==> src/rtl/wb_stage.sv <==
// wb_stage: final pipeline stage. It latches the MEM-to-WB bus, extracts load data,
// drives the register-file write port, the ID bypass bus, the debug trace and a retire counter.
`default_nettype none

module wb_stage #(
  parameter int MEM_TO_WB_BUS_WD = 108,
  parameter int RETIRE_CNT_W     = 32
) (
  input  logic                        clk,
  input  logic                        reset,
  input  logic [MEM_TO_WB_BUS_WD-1:0] MEM_to_WB_bus,
  input  logic                        MEM_to_WB_valid,
  output logic                        WB_allow_in,
  output logic                        rf_w_en,
  output logic [4:0]                  rf_w_addr,
  output logic [31:0]                 rf_w_data,
  output logic [38:0]                 WB_to_ID_bypass,
  output logic [31:0]                 debug_wb_pc,
  output logic [3:0]                  debug_wb_rf_we,
  output logic [4:0]                  debug_wb_rf_wnum,
  output logic [31:0]                 debug_wb_rf_wdata,
  output logic [RETIRE_CNT_W-1:0]     retire_cnt
);

  logic                        wb_valid_q;
  logic [MEM_TO_WB_BUS_WD-1:0] bus_q;
  logic [RETIRE_CNT_W-1:0]     retire_cnt_q;
  logic [RETIRE_CNT_W-1:0]     retire_cnt_d;

  logic                        wb_ready_go;
  logic                        bus_load;

  logic        sel_rf_w_en;
  logic        sel_rf_w_data;
  logic        sel_data_ram_wd;
  logic [3:0]  data_ram_b_en;
  logic [31:0] data_ram_r_data;
  logic [4:0]  regfile_w_addr;
  logic [31:0] alu_result;
  logic [31:0] inst_pc;

  logic [31:0] load_data;
  logic [31:0] wb_value;
  logic        write_en;

  // The stage never stalls, so allow_in is 1 whenever the stage is out of reset.
  assign wb_ready_go = 1'b1;
  assign WB_allow_in = ~wb_valid_q | wb_ready_go;
  assign bus_load    = MEM_to_WB_valid & WB_allow_in;

  assign retire_cnt_d = retire_cnt_q + {{(RETIRE_CNT_W-1){1'b0}}, 1'b1};

  always_ff @(posedge clk or posedge reset) begin
    if (reset) begin
      wb_valid_q   <= 1'b0;
      bus_q        <= '0;
      retire_cnt_q <= '0;
    end else begin
      if (WB_allow_in) begin
        wb_valid_q <= MEM_to_WB_valid;
      end
      if (bus_load) begin
        bus_q <= MEM_to_WB_bus;
      end
      if (wb_valid_q) begin
        retire_cnt_q <= retire_cnt_d;
      end
    end
  end

  assign sel_rf_w_en     = bus_q[107];
  assign sel_rf_w_data   = bus_q[106];
  assign sel_data_ram_wd = bus_q[105];
  assign data_ram_b_en   = bus_q[104:101];
  assign data_ram_r_data = bus_q[100:69];
  assign regfile_w_addr  = bus_q[68:64];
  assign alu_result      = bus_q[63:32];
  assign inst_pc         = bus_q[31:0];

  // Byte-enable pattern selects the lane; unrecognised patterns pass the word through.
  always_comb begin
    load_data = data_ram_r_data;
    case (data_ram_b_en)
      4'b0001: load_data = {{24{sel_data_ram_wd & data_ram_r_data[7]}},  data_ram_r_data[7:0]};
      4'b0010: load_data = {{24{sel_data_ram_wd & data_ram_r_data[15]}}, data_ram_r_data[15:8]};
      4'b0100: load_data = {{24{sel_data_ram_wd & data_ram_r_data[23]}}, data_ram_r_data[23:16]};
      4'b1000: load_data = {{24{sel_data_ram_wd & data_ram_r_data[31]}}, data_ram_r_data[31:24]};
      4'b0011: load_data = {{16{sel_data_ram_wd & data_ram_r_data[15]}}, data_ram_r_data[15:0]};
      4'b1100: load_data = {{16{sel_data_ram_wd & data_ram_r_data[31]}}, data_ram_r_data[31:16]};
      default: load_data = data_ram_r_data;
    endcase
  end

  assign wb_value = sel_rf_w_data ? load_data : alu_result;

  // r0 is hardwired to zero, so writes to it are dropped here rather than in the register file.
  assign write_en = wb_valid_q & sel_rf_w_en & (regfile_w_addr != 5'd0);

  assign rf_w_en   = write_en;
  assign rf_w_addr = wb_valid_q ? regfile_w_addr : 5'd0;
  assign rf_w_data = wb_valid_q ? wb_value : 32'd0;

  assign WB_to_ID_bypass = {write_en, rf_w_addr, rf_w_data, wb_valid_q};

  assign debug_wb_pc       = wb_valid_q ? inst_pc : 32'd0;
  assign debug_wb_rf_we    = {4{write_en}};
  assign debug_wb_rf_wnum  = rf_w_addr;
  assign debug_wb_rf_wdata = rf_w_data;

  assign retire_cnt = retire_cnt_q;

endmodule

`default_nettype wire

==> config.mk <==
export PLATFORM = sky130hd
export DESIGN_NAME = wb_stage
export DESIGN_NICKNAME = d
export VERILOG_FILES = /design/src/rtl/wb_stage.sv
export SDC_FILE = /design/constraint.sdc
export NUM_CORES = 1
export LEC_CHECK = 0
export CAP_MARGIN = 10
export CORE_MARGIN = 4
export CORE_UTILIZATION = 35
export DETAILED_ROUTE_END_ITERATION = 6
export PLACE_DENSITY = 0.66
export SLEW_MARGIN = 0
export SYNTH_ARGS = -nofsm -noshare
export SYNTH_HDL_FRONTEND = slang
export SYNTH_SLANG_ARGS = --single-unit
==> constraint.sdc <==
create_clock -name clk -period 9.2 [get_ports clk]
set_clock_uncertainty 0.15 [all_clocks]
set_input_delay 2.76 -clock clk [delete_from_list [all_inputs] [get_ports clk]]
set_output_delay 2.76 -clock clk [all_outputs]
set_load 0.02 [all_outputs]
==> out/results.ini, run 1 <==
[place]
gp_congestion=0.8420
io_buffers=292
placed_cells=1129
hpwl_um=15420

[final_layout]
fin_cells=1160
final_common_cell=clkdlybuf4s50_1
n_fill_cell=1924
drive_gt1_share_pct=19.21
final_cell_mix=clkdlybuf4s50_1 (291), dfrtp_1 (140), mux2_2 (108)
nets=985
multi_input_area_um2=3196
area.sequential_um2=3530
area.growth.synth_to_final_pct=41.92
diodes=0

[power]
switching_share_pct=28.80
seq_power_share_pct=36.2
p_comb_share_pct=25.7
p_clk_share_pct=38.1
power_leakage_nw=4.227
ir_worst_vdd_mv=0.1058
p_sw_w=0.0006012
pwr_density_cell_nw_per_um2=194.8
internal_power_w=0.001487

[sta]
period_needed_ns=6.902
tns_ns=0
grt_setup_unrepaired=no
fmax_mhz=144.9
drv_slew=0
period_share_pct=75.03
relSlewSlack_pct=31.50
setup_viol=0
worst_pin_slew_ns=1.023
hold_violations=0

[route]
vias_per_cell=5.007
wl_per_cell_um=18.21
drt_pre_antenna_iters=5
ant_nets=0
drc_errors=0
drtIter0Drc=251
routed_wl_um=21120
num_vias=5808

[die]
chipWidth_um=154.9
initial_utilization_pct=35.70
core-area_um2=21150
pin_count=294
core.rowCount=53
die_area_um2=23990
dieHeight_um=154.9

[synthesis]
syn_avg_cell_area_um2=11.09
synth_edf_count=0
synthCells=681
synth-main-ff-cell=dfrtp_1
yosysSeqAreaShare_pct=46.73
synth.cell_area_um2=7551
ys.warnings.count=0
synthArstFlopShare_pct=100.0
synth-seq-cells=141
synth.distinct_cells=48
synth_nets=793

[global_route]
grt_max_degree=89
grt_pass1_wl_um=33510
antenna_found_initial=1
grt_pass1_vias=5831
overflow=0
track_usage_pct=17.60

[clock_tree]
ctsHoldBuffers=0
clock_tree.root_cell=clkbuf_16
clk_path_buf_depth=2
clock_sinks=141
path_clk_slew_ns=0.06
htree_levels=4
cts_made_buffers=17
clock_latency_ns=0.41
cts_tree=yes
cts_setup_buffers=0
post_cts_resized=0

[critical_path]
cp_max_fo=33
path_cells=or2_1, xnor2_2, nor2_1, a211oi_1, clkdlybuf4s50_1
worstReg2RegStart=wb_valid_q
critPathLaunchType=flip-flop
cp.buffers_inverters=1
crit_arrival_ns=3.99
critPathRequiredTime_ns=6.29
startpoint=bus_q[103]
path_class=flip-flop to primary output
cp-end-kind=primary output
critPathTopFamily=XOR/XNOR gates
max_stage_delay_ns=0.89
slowest_stage=xnor2_2

[min_path]
min-delay-start=retire_cnt[31]
hp-class=flip-flop to flip-flop

[status]
status=complete, no violations

[flow_run]
cap_violations=0

## cell usage after synthesis, types with 15 or more instances
cell type / count / share of area [%]
buf_4: 86 / 8.6
dfrtp_1: 141 / 47
a21oi_1: 16 / 1.1
xnor2_1: 16 / 1.9
clkbuf_1: 22 / 1.1
and2_1: 39 / 3.2
xor2_1: 15 / 1.7
o21ai_1: 24 / 1.6
o21ai_0: 37 / 2.5
nand2_1: 37 / 1.8
mux2_2: 108 / 16
nand3_1: 18 / 1.2
## through the flow
stage | cell area [µm²] | total power [W] | worst slack [ns] | util (%) | hold slack [ns]
6_report | 10720 | 0.002088 | 2.298 | 50.66 | 0.3194
5_1_grt | 10720 | 0.002184 | 1.948 | 50.66 | 0.3408
4_1_cts | 10720 | 0.002118 | 2.257 | 50.66 | 0.3225
3_5_place_dp | 10040 | 0.001306 | 2.761 | 47.44 | 0.3114
3_3_place_gp | 10040 | 0.001297 | 2.780 | 47.44 | 0.3116
2_1_floorplan | 7551 | 0.001090 | 2.509 | - | 0.3221
## path summary, 6_finish.rpt
check / end / slack [ns] / depth (start not counted)
worst max-delay path: WB_to_ID_bypass[16] / 2.30 / 5
worst min-delay path: retire_cnt[31] / 0.32 / 1
worst max register to register: retire_cnt[28] / 7.04 / 5
worst min register to register: retire_cnt[31] / 0.32 / 1
max in group asynchronous: wb_valid_q / 4.91 / 3
min in group asynchronous: bus_q[29] / 2.74 / 2
## cells by family (layout without fill, tap and decap cells)
logic type | Yosys count | in the layout | share of synthesized area [%]
and+or+nand+nor | 159 | 159 | 12.64
AOI/OAI and AO/OA | 112 | 112 | 9.511
buffers and inverters | 127 | 331 | 10.99
muxes | 108 | 108 | 16.11
xor gates and xnor gates | 32 | 32 | 3.811
DFF | 141 | 141 | 46.73
other | 1 | 1 | 0.04966
adders and majority gates | 1 | 1 | 0.1657
## power by group through the flow
stage	Sequential [W]	Clock, W	Combinational [W]
finish	0.000755	0.000796	0.000537
global route	0.000767	0.000845	0.000573
CTS	0.000755	0.000819	0.000543
detailed placement	0.000764	0	0.000542
global placement	0.000762	0	0.000535
floorplan	0.000752	0	0.000338
## layer usage
metal / global-route usage [%] / vias up / wire length [µm]
met2: 28.54 / 199 / 10190
met1: 22.58 / 2849 / 8956
met5: 0 / - / 12
met3: 5.369 / 30 / 1477
met4: 5.677 / 2 / 481
li1: - / 2728 / -
## registers in the layout, summed over array words and instances, names as in the netlist
register	flops
bus_q	108
wb_valid_q	1
retire_cnt	32
## layout make-up
cell class / count / area share, %
flip-flops and latches: 141 / 32.94
repair buffers: 295 / 27.46
well taps: 275 / 3.211
multi-input cells: 413 / 29.82
inverters: 5 / 0.2218
clock inverters: 10 / 1.961
clock buffers: 21 / 4.390
Power figures use the tool's default switching activity.
==> run 2: changes to the inputs <==
--- a/config.mk
+++ b/config.mk
@@ -9,7 +9,7 @@
 export CORE_MARGIN = 4
 export CORE_UTILIZATION = 35
 export DETAILED_ROUTE_END_ITERATION = 6
-export PLACE_DENSITY = 0.66
+export PLACE_DENSITY = 0.69
 export SLEW_MARGIN = 0
 export SYNTH_ARGS = -nofsm -noshare
 export SYNTH_HDL_FRONTEND = slang
==> constraint.sdc (replaced) <==
create_clock -name clk -period 5.9 [get_ports clk]
set_clock_uncertainty 0.15 [all_clocks]
set_input_delay 1.77 -clock clk [delete_from_list [all_inputs] [get_ports clk]]
set_output_delay 1.77 -clock clk [all_outputs]
set_load 0.02 [all_outputs]
==> out/results.ini, run 2 (synthesis gave the netlist of run 1 again) <==
[status]
status=complete, no violations

[clock_tree]
post_cts_resized=0
clock_sinks=141
clock_tree.root_cell=clkbuf_16
cts_setup_buffers=0
clock_latency_ns=0.42
htree_levels=4
cts_made_buffers=17
ctsHoldBuffers=0
clk_path_buf_depth=2
path_clk_slew_ns=0.06
cts_tree=yes

[critical_path]
cp.buffers_inverters=1
path_cells=nor2_1, nand4_1, a22oi_2, o21ai_0, clkdlybuf4s50_1
cp-endpoint=debug_wb_rf_wdata[31]
cp_max_fo=16
startpoint=bus_q[102]
critPathLaunchType=flip-flop
reg2reg_depth=5
critPathTopFamily=compound AO/OA/AOI/OAI gates
crit_arrival_ns=3.58
worstReg2RegStart=wb_valid_q
worst_r2r_endpoint=retire_cnt[28]
regToRegSetupSlack_ns=3.79
slowest_stage=a22oi_2
critPathRequiredTime_ns=3.98
path_class=flip-flop to primary output
cp_num_cells=5
cp-end-kind=primary output
max_stage_delay_ns=0.73

[die]
dieHeight_um=154.9
core.rowCount=53
chipWidth_um=154.9
core-area_um2=21150
die_area_um2=23990
pin_count=294
initial_utilization_pct=35.70

[global_route]
grt_max_degree=100
track_usage_pct=17.64
grt_pass1_wl_um=33600
grt_pass1_vias=6015
antenna_found_initial=3
overflow=0

[power]
power_leakage_nw=4.238
pwr_density_cell_nw_per_um2=299.5
ir_worst_vdd_mv=0.1624

[sta]
grt_setup_unrepaired=no
tns_ns=0
worst_pin_slew_ns=1.000
setup_ws_ns=0.4041
fmax_mhz=182.0
period_share_pct=93.15
relSlewSlack_pct=33.02
drv_slew=0
hold_violations=0
period_needed_ns=5.496
setup_viol=0

[final_layout]
largest_reg_flops=108
regMostFlops=bus_q
n_fill_cell=1876
area.sequential_um2=3530
multi_input_area_um2=3196
final_cell_mix=clkdlybuf4s50_1 (291), dfrtp_1 (140), mux2_2 (108)
drive_gt1_share_pct=19.64
area.growth.synth_to_final_pct=42.15
nets=990
final_common_cell=clkdlybuf4s50_1

[place]
place_ws_ns=0.8380
hpwl_um=15870
gp_congestion=0.8458
io_buffers=292

[route]
drc_errors=0
routed_wl_um=21500
wl_per_cell_um=18.42
num_vias=5843
drt_pre_antenna_iters=7
ant_nets=0
vias_per_cell=5.007
drtIter0Drc=366

[min_path]
min-delay-start=retire_cnt[31]
hp-class=flip-flop to flip-flop

[flow_run]
cap_violations=0

-- run 2: cell count changes in the layout (fill, tap and decap cells not counted) --
cell	delta
clkinv_2	+1
clkbuf_1	+1
buf_4	+5
inv_6	+1
clkinv_4	-2
bufinv_16	-1
diode_2	+1
clkinvlp_4	+1
-- run 2: power by group --
| group | switching (W) | total (W) | internal [W] | leakage [nW] |
|---|---|---|---|---|
| combinational | 0.000419 | 0.000851 | 0.000432 | 2.21 |
| clock | 0.000413 | 0.00120 | 0.000785 | 0.317 |
| sequential | 0.000101 | 0.00117 | 0.00106 | 1.71 |
| total | 0.000933 | 0.00321 | 0.00228 | 4.24 |
-- run 2: worst min-delay path by stage --
stage                           to  slack [ns]  cells after the start
global placement    retire_cnt[31]        0.31                      1
floorplan                bus_q[11]        0.32                      1
global route        retire_cnt[31]        0.35                      1
finish              retire_cnt[31]        0.31                      1
detailed placement  retire_cnt[31]        0.31                      1
CTS                 retire_cnt[31]        0.32                      1
-- run 2: layer usage --
layer  routed length (µm)  vias to the layer above  part of all wire (%)  GRT usage [%]
li1                     -                     2728                     -              -
met1                 9053                     2857                    42          22.63
met2                10460                      232                    49          28.93
met3                 1639                       22                   7.6          5.619
met4                  325                        4                   1.5          4.626
met5                   14                        -                 0.065              0
-- run 2: area by class of cell --
type / count / share of cell area [%]
Antenna cell: 1 / 0.02331
Clock buffer: 22 / 4.418
Tap cell: 275 / 3.206
Timing Repair Buffer: 300 / 27.77
Sequential cell: 141 / 32.88
Inverter: 5 / 0.2215
Multi-Input combinational cell: 413 / 29.77
Clock inverter: 10 / 1.713
-- run 2: metrics by stage --
step / hold slack, ns / power, W / instances / utilization [%] / area [µm²]
2_1_floorplan: 0.3221 / 0.001700 / 681 / - / 7551
3_3_place_gp: 0.3095 / 0.002026 / 1134 / 47.62 / 10070
3_5_place_dp: 0.3077 / 0.002042 / 1134 / 47.62 / 10070
4_1_cts: 0.3169 / 0.003256 / 1166 / 50.73 / 10730
5_1_grt: 0.3537 / 0.003363 / 1167 / 50.74 / 10730
6_report: 0.3131 / 0.003215 / 1167 / 50.74 / 10730
-- run 2: worst register-to-register path: stages (launching register included) --
cell and delay [ns]:
dfrtp_2 0.35, buf_4 0.43, and3_1 0.37, nor4b_2 0.40, nand4_1 0.16, xnor2_1 0.14
